## src/rtl/eq_axis_frame_formatter.sv

```systemverilog
// Reformats the equalized 2*DATA_WIDTH stream into a DATA_WIDTH pixel stream with
// regenerated tuser/tlast framing, a 2-entry skid buffer and sticky framing error flags.
module eq_axis_frame_formatter #(
    parameter int DATA_WIDTH = 8,
    parameter int WIDTH      = 1280,
    parameter int HEIGHT     = 1024
) (
    input  logic                    i_sys_clk,
    input  logic                    i_sys_reset,
    input  logic [2*DATA_WIDTH-1:0] s_axis_tdata,
    input  logic                    s_axis_tvalid,
    input  logic                    s_axis_tuser,
    input  logic                    s_axis_tlast,
    output logic                    s_axis_tready,
    output logic [DATA_WIDTH-1:0]   m_axis_tdata,
    output logic                    m_axis_tvalid,
    output logic                    m_axis_tuser,
    output logic                    m_axis_tlast,
    input  logic                    m_axis_tready,
    input  logic                    i_err_clear,
    output logic                    o_err_line,
    output logic                    o_err_frame,
    output logic                    o_frame_done,
    output logic [15:0]             o_frame_cnt
);

    localparam int CW = $clog2(WIDTH);
    localparam int RW = $clog2(HEIGHT);
    localparam int BW = DATA_WIDTH + 2;
    localparam logic [CW-1:0] COL_LAST = CW'(WIDTH - 1);
    localparam logic [RW-1:0] ROW_LAST = RW'(HEIGHT - 1);

    typedef enum logic {
        ST_SYNC,
        ST_ACTIVE
    } state_t;

    state_t        state, state_next;
    logic [CW-1:0] col, col_next;
    logic [RW-1:0] row, row_next;

    // Skid entries hold {tuser, tlast, pixel}; slot0 is always the head.
    logic [BW-1:0] slot0, slot1;
    logic [1:0]    count;

    logic          accept, pop, push;
    logic          fwd, fwd_user, fwd_last;
    logic          set_line, set_frame, done_next;
    logic          at_eol;
    logic [BW-1:0] fwd_entry;
    logic          unused_low;

    assign unused_low    = ^s_axis_tdata[DATA_WIDTH-1:0];

    assign s_axis_tready = ~i_sys_reset & (count != 2'd2);
    assign accept        = s_axis_tvalid & s_axis_tready;
    assign m_axis_tvalid = (count != 2'd0);
    assign pop           = m_axis_tvalid & m_axis_tready;
    assign push          = accept & fwd;
    assign m_axis_tuser  = slot0[BW-1];
    assign m_axis_tlast  = slot0[BW-2];
    assign m_axis_tdata  = slot0[DATA_WIDTH-1:0];
    assign at_eol        = (col == COL_LAST);
    assign fwd_entry     = {fwd_user, fwd_last, s_axis_tdata[2*DATA_WIDTH-1:DATA_WIDTH]};

    always_ff @(posedge i_sys_clk) begin
        if (i_sys_reset) begin
            state <= ST_SYNC;
            col   <= '0;
            row   <= '0;
        end else begin
            state <= state_next;
            col   <= col_next;
            row   <= row_next;
        end
    end

    always_comb begin
        state_next = state;
        col_next   = col;
        row_next   = row;
        fwd        = 1'b0;
        fwd_user   = 1'b0;
        fwd_last   = 1'b0;
        set_line   = 1'b0;
        set_frame  = 1'b0;
        done_next  = 1'b0;
        if (accept) begin
            unique case (state)
                ST_SYNC: begin
                    if (s_axis_tuser) begin
                        fwd        = 1'b1;
                        fwd_user   = 1'b1;
                        col_next   = CW'(1);
                        row_next   = '0;
                        state_next = ST_ACTIVE;
                    end
                end
                ST_ACTIVE: begin
                    // A stray SOF restarts the frame and outranks a tlast mismatch.
                    if (s_axis_tuser) begin
                        set_frame = 1'b1;
                        fwd       = 1'b1;
                        fwd_user  = 1'b1;
                        col_next  = CW'(1);
                        row_next  = '0;
                    end else if (s_axis_tlast != at_eol) begin
                        set_line   = 1'b1;
                        col_next   = '0;
                        row_next   = '0;
                        state_next = ST_SYNC;
                    end else begin
                        fwd      = 1'b1;
                        fwd_last = at_eol;
                        if (at_eol) begin
                            col_next = '0;
                            if (row == ROW_LAST) begin
                                row_next   = '0;
                                done_next  = 1'b1;
                                state_next = ST_SYNC;
                            end else begin
                                row_next = row + RW'(1);
                            end
                        end else begin
                            col_next = col + CW'(1);
                        end
                    end
                end
                default: state_next = ST_SYNC;
            endcase
        end
    end

    always_ff @(posedge i_sys_clk) begin
        if (i_sys_reset) begin
            count <= '0;
            slot0 <= '0;
            slot1 <= '0;
        end else begin
            unique case ({push, pop})
                2'b10: begin
                    if (count == 2'd0) slot0 <= fwd_entry;
                    else               slot1 <= fwd_entry;
                    count <= count + 2'd1;
                end
                2'b01: begin
                    slot0 <= slot1;
                    count <= count - 2'd1;
                end
                2'b11: begin
                    if (count == 2'd1) begin
                        slot0 <= fwd_entry;
                    end else begin
                        slot0 <= slot1;
                        slot1 <= fwd_entry;
                    end
                end
                default: ;
            endcase
        end
    end

    always_ff @(posedge i_sys_clk) begin
        if (i_sys_reset) begin
            o_err_line   <= 1'b0;
            o_err_frame  <= 1'b0;
            o_frame_done <= 1'b0;
            o_frame_cnt  <= '0;
        end else begin
            o_err_line   <= set_line | (o_err_line & ~i_err_clear);
            o_err_frame  <= set_frame | (o_err_frame & ~i_err_clear);
            o_frame_done <= done_next;
            if (done_next) o_frame_cnt <= o_frame_cnt + 16'd1;
        end
    end

endmodule
```

## config.mk

```make
export PLATFORM = sky130hd
export DESIGN_NAME = eq_axis_frame_formatter
export DESIGN_NICKNAME = d
export VERILOG_FILES = /design/src/rtl/eq_axis_frame_formatter.sv
export SDC_FILE = /design/constraint.sdc
export NUM_CORES = 1
export LEC_CHECK = 0
export BUFFER_PORTS_ARGS = -buffer_cell sky130_fd_sc_hd__buf_2
export CORE_MARGIN = 3
export CORE_UTILIZATION = 50
export CTS_CLUSTER_SIZE = 40
export DETAILED_ROUTE_END_ITERATION = 10
export GPL_TIMING_DRIVEN = 0
export PLACE_DENSITY = 0.78
export SETUP_SLACK_MARGIN = 0.2
export SYNTH_ARGS = -nofsm -noshare
export SYNTH_HDL_FRONTEND = slang
export SYNTH_SLANG_ARGS = --single-unit
```

## constraint.sdc

```tcl
create_clock -name i_sys_clk -period 2.9 [get_ports i_sys_clk]
set_input_delay 0.145 -clock i_sys_clk [delete_from_list [all_inputs] [get_ports i_sys_clk]]
set_output_delay 0.145 -clock i_sys_clk [all_outputs]
set_load 0.01 [all_outputs]
```

==> flow_summary.toml <==
[synth]
yosys_warnings = 0
synth.net_count = 382
synth_top_area_share_pct = 42.30
postSynth.topFlopCell = "dfxtp_1"
seq_area_frac_synth_pct = 42.30
distinct_cell_type_count_of_the_synthesized_netlist = 46
yosys.area.top_type = "dfxtp_1"
synth_area_leaders = "dfxtp_1, nor2_1, ha_1, xor2_1, mux2i_1"
avgSynthCellArea_um2 = 8.568
synthesis.area_mm2 = 0.002982
share_of_flip_flops_with_an_asynchronous_set_or_reset_pct = 0
post_synth_inst_count = 348
post_synthesis_register_bit_count = 63
synth_edf_count = 0

[finish]
post_route_cells_drive_above_1_share_pct = 24.41
final_core_util_pct = 67.15
layout_common_cells = "dfxtp_1, nor2_1, buf_2, nand2_1, a21oi_1"
antenna_cells = 0
layout_commonest_cell = "dfxtp_1"
layout-area-overhead-vs-synth_pct = 27.07
final_nets = 451
num-fill-cells = 422

[global_route]
global_route_wire_length_before_repair_um = 11810
track_usage_pct = 20.46
met1_usage_in_global_routing_pct = 26.56
gr-usage-met3_pct = 4.663
gr-max-usage-layer = "met2"
antenna_found_initial = 0
grt_start_max_net_pins = 12
grt-ovfl-total = 0
grt_pass1_vias = 2529
groute.layer.met2.usage_pct = 33.02

[clocking]
cts.clk_slew.worst_paths_ns = 0.07
clk_path_buf_depth = 2
worst_skew_pair.late_latency_ns = 0.34
tritoncts = "built"
ctsHtreeMaxLevel = 3
numCtsBuffers = 9
cts.root.buffer_cell = "clkbuf_8"
clock_sink_count = 63

[critical_path]
start_kind = "flop"
criticalPathCategory = "flop to flop"
end_kind = "flop"
critical-path-slowest-cell = "dfxtp_4"
critical_path.max_fanout = 6
series_of_cell_instances_along_the_critical_path = "ha_4 > nand4b_1 > nor2_1 > nand2_2 > ha_4 > nor2b_4 > o21ai_4 > inv_2 > ha_4 > o211ai_1 > buf_4 > buf_6 > mux2i_2 > nor2_1"
path_common_cell = "ha_4"
worst_ep_required_time_ns = 3.11
largest_delay_contributor_family_on_the_critical_path = "adder cells"
timing.critical_path.arrival_ns = 2.86
worstPathBufferInverterCount = 3
cp_slowest_stage_delay_ns = 0.37

[placement]
hpwlAfterDp_um = 4748
detailedPlace.worstSlack_ns = -0.3123
port_buffers = 45
gp_congestion = 0.7774

[die]
fp.dieH_um = 83.22
die_area_mm2 = 0.006926
core.rowCount = 27
die_width_um = 83.22
boundaryPins = 54
initial_utilization_pct = 52.85
fp.coreArea_mm2 = 0.005642

[detailed_routing]
totalWireLength_um = 7167
antenna_left = 0
dr.pass1.iters = 4
avgRoutedWirePerCell_um = 14.51
vias_per_cell = 5.553
detailroute.via_count = 2743
residual_drc_count = 0
iter_0_drt_violations = 113

[sta]
final_max_slew_viol_count = 0
timing_worst_slew_pin_value_ns = 0.5751
fin_worst_skew_ns = 0.006883
unrepaired_setup_endpoints_after_global_routing = "yes"
post-route-period-util_pct = 91.19
post-route-worst-setup-slack_ns = 0.2555
finalCriticalPeriod_ns = 2.644
setup_total_negative_slack_ns = 0
report.final.setup_viol = 0
max-slew-margin-rel_pct = 61.14
max_freq_mhz = 378.1
finalHoldWorstSlack_ns = 0.05227
timing.final.hold_violations = 0

[power]
finalPower_mw = 2.581
ir_drop_uv = 484.2
power_per_cell_area_mw_per_mm2 = 681.2
static-leakage-power_nw = 1.566

[run_status]
run_status = "complete, no violations"

[run]
max_cap_viol_count = 0

[min_path]
min_path_type = "input port to flop"
synth_stat cells (all sizes together), types with 2 or more instances:
| library cell | number |
|---|---|
| a211oi | 11 |
| a21oi | 18 |
| a22oi | 9 |
| a32oi | 3 |
| and2 | 2 |
| and3 | 6 |
| and4 | 2 |
| buf | 2 |
| clkbuf | 11 |
| dfxtp | 63 |
| ha | 11 |
| inv | 12 |
| mux2i | 11 |
| nand2 | 26 |
| nand3 | 10 |
| nand3b | 3 |
| nand4 | 10 |
| nor2 | 57 |
| nor2b | 3 |
| nor3 | 7 |
| nor3b | 3 |
| nor4 | 4 |
| o21ai | 14 |
| o21bai | 3 |
| or3 | 9 |
| or4 | 2 |
| xnor2 | 8 |
| xor2 | 15 |
worst paths after layout:
check                  start        to  slack, ns  depth (start not counted)
max                   col[0]  slot1[6]       0.26                         14
min          s_axis_tdata[9]  slot1[1]       0.05                          3
max reg2reg           col[0]  slot1[6]       0.26                         14
min reg2reg           row[5]    row[5]       0.48                          2
cell families (layout without fill, tap and decap cells):
logic type | after synthesis | count (layout) | synth area share, %
AOI/OAI and AO/OA | 66 | 66 | 14.31
xor gates and xnor gates | 23 | 23 | 6.756
adders and majority gates | 11 | 11 | 4.616
buffers and inverters | 25 | 99 | 3.189
DFF | 63 | 63 | 42.30
muxes | 11 | 11 | 3.693
and+or+nand+nor | 149 | 149 | 25.14
routing by layer:
metal  vias to the layer above  routed length (um)
met1                      1263                3154
met5                         -                   0
li1                       1379                   -
met2                        89                3475
met4                         0                 117
met3                        12                 420
power breakdown:
| part | internal, mW | switching, mW |
|---|---|---|
| sequential | 0.953 | 0.0473 |
| combinational | 0.255 | 0.391 |
| clock | 0.591 | 0.344 |
| total | 1.80 | 0.782 |
area by class of cell:
cell class	count	area (um2)	area share, %
clock inverters	6	107.6	2.840
repair buffers	58	326.6	8.620
inverters	12	45.04	1.189
plain buffers	13	57.56	1.519
well taps	72	90.09	2.378
clock buffers	10	137.6	3.633
flip-flops and latches	63	1270	33.52
multi-input cells	260	1754	46.30
registers in the layout, summed over array words and instances, names as in the netlist:
signal / flops
col: 11
count: 2
o_err_frame: 1
o_err_line: 1
o_frame_cnt: 16
o_frame_done: 1
row: 10
slot0: 10
slot1: 10
state: 1
worst reg2reg max path, cell delays in order (launching register included):
cell,delay [ns]
dfxtp_4,0.37
ha_4,0.13
nand4b_1,0.12
nor2_1,0.15
nand2_2,0.10
ha_4,0.33
nor2b_4,0.06
o21ai_4,0.17
inv_2,0.10
ha_4,0.19
o211ai_1,0.22
buf_4,0.19
buf_6,0.14
mux2i_2,0.21
nor2_1,0.05
what timing repair did:
action / in CTS / in global routing
gates cloned: 1 / 0
pin swaps: 1 / 8
resized for setup: 14 / 22
hold buffers: 0 / 0
setup endpoints to repair: 39 / 36
setup buffers: 3 / 9
through the flow:
stage | instance area [um2] | cells
2_1_floorplan | 2985 | 348
3_3_place_gp | 3301 | 465
3_5_place_dp | 3301 | 465
4_1_cts | 3622 | 485
5_1_grt | 3789 | 494
6_report | 3789 | 494
Note: power is estimated with default switching activity, not from simulation.
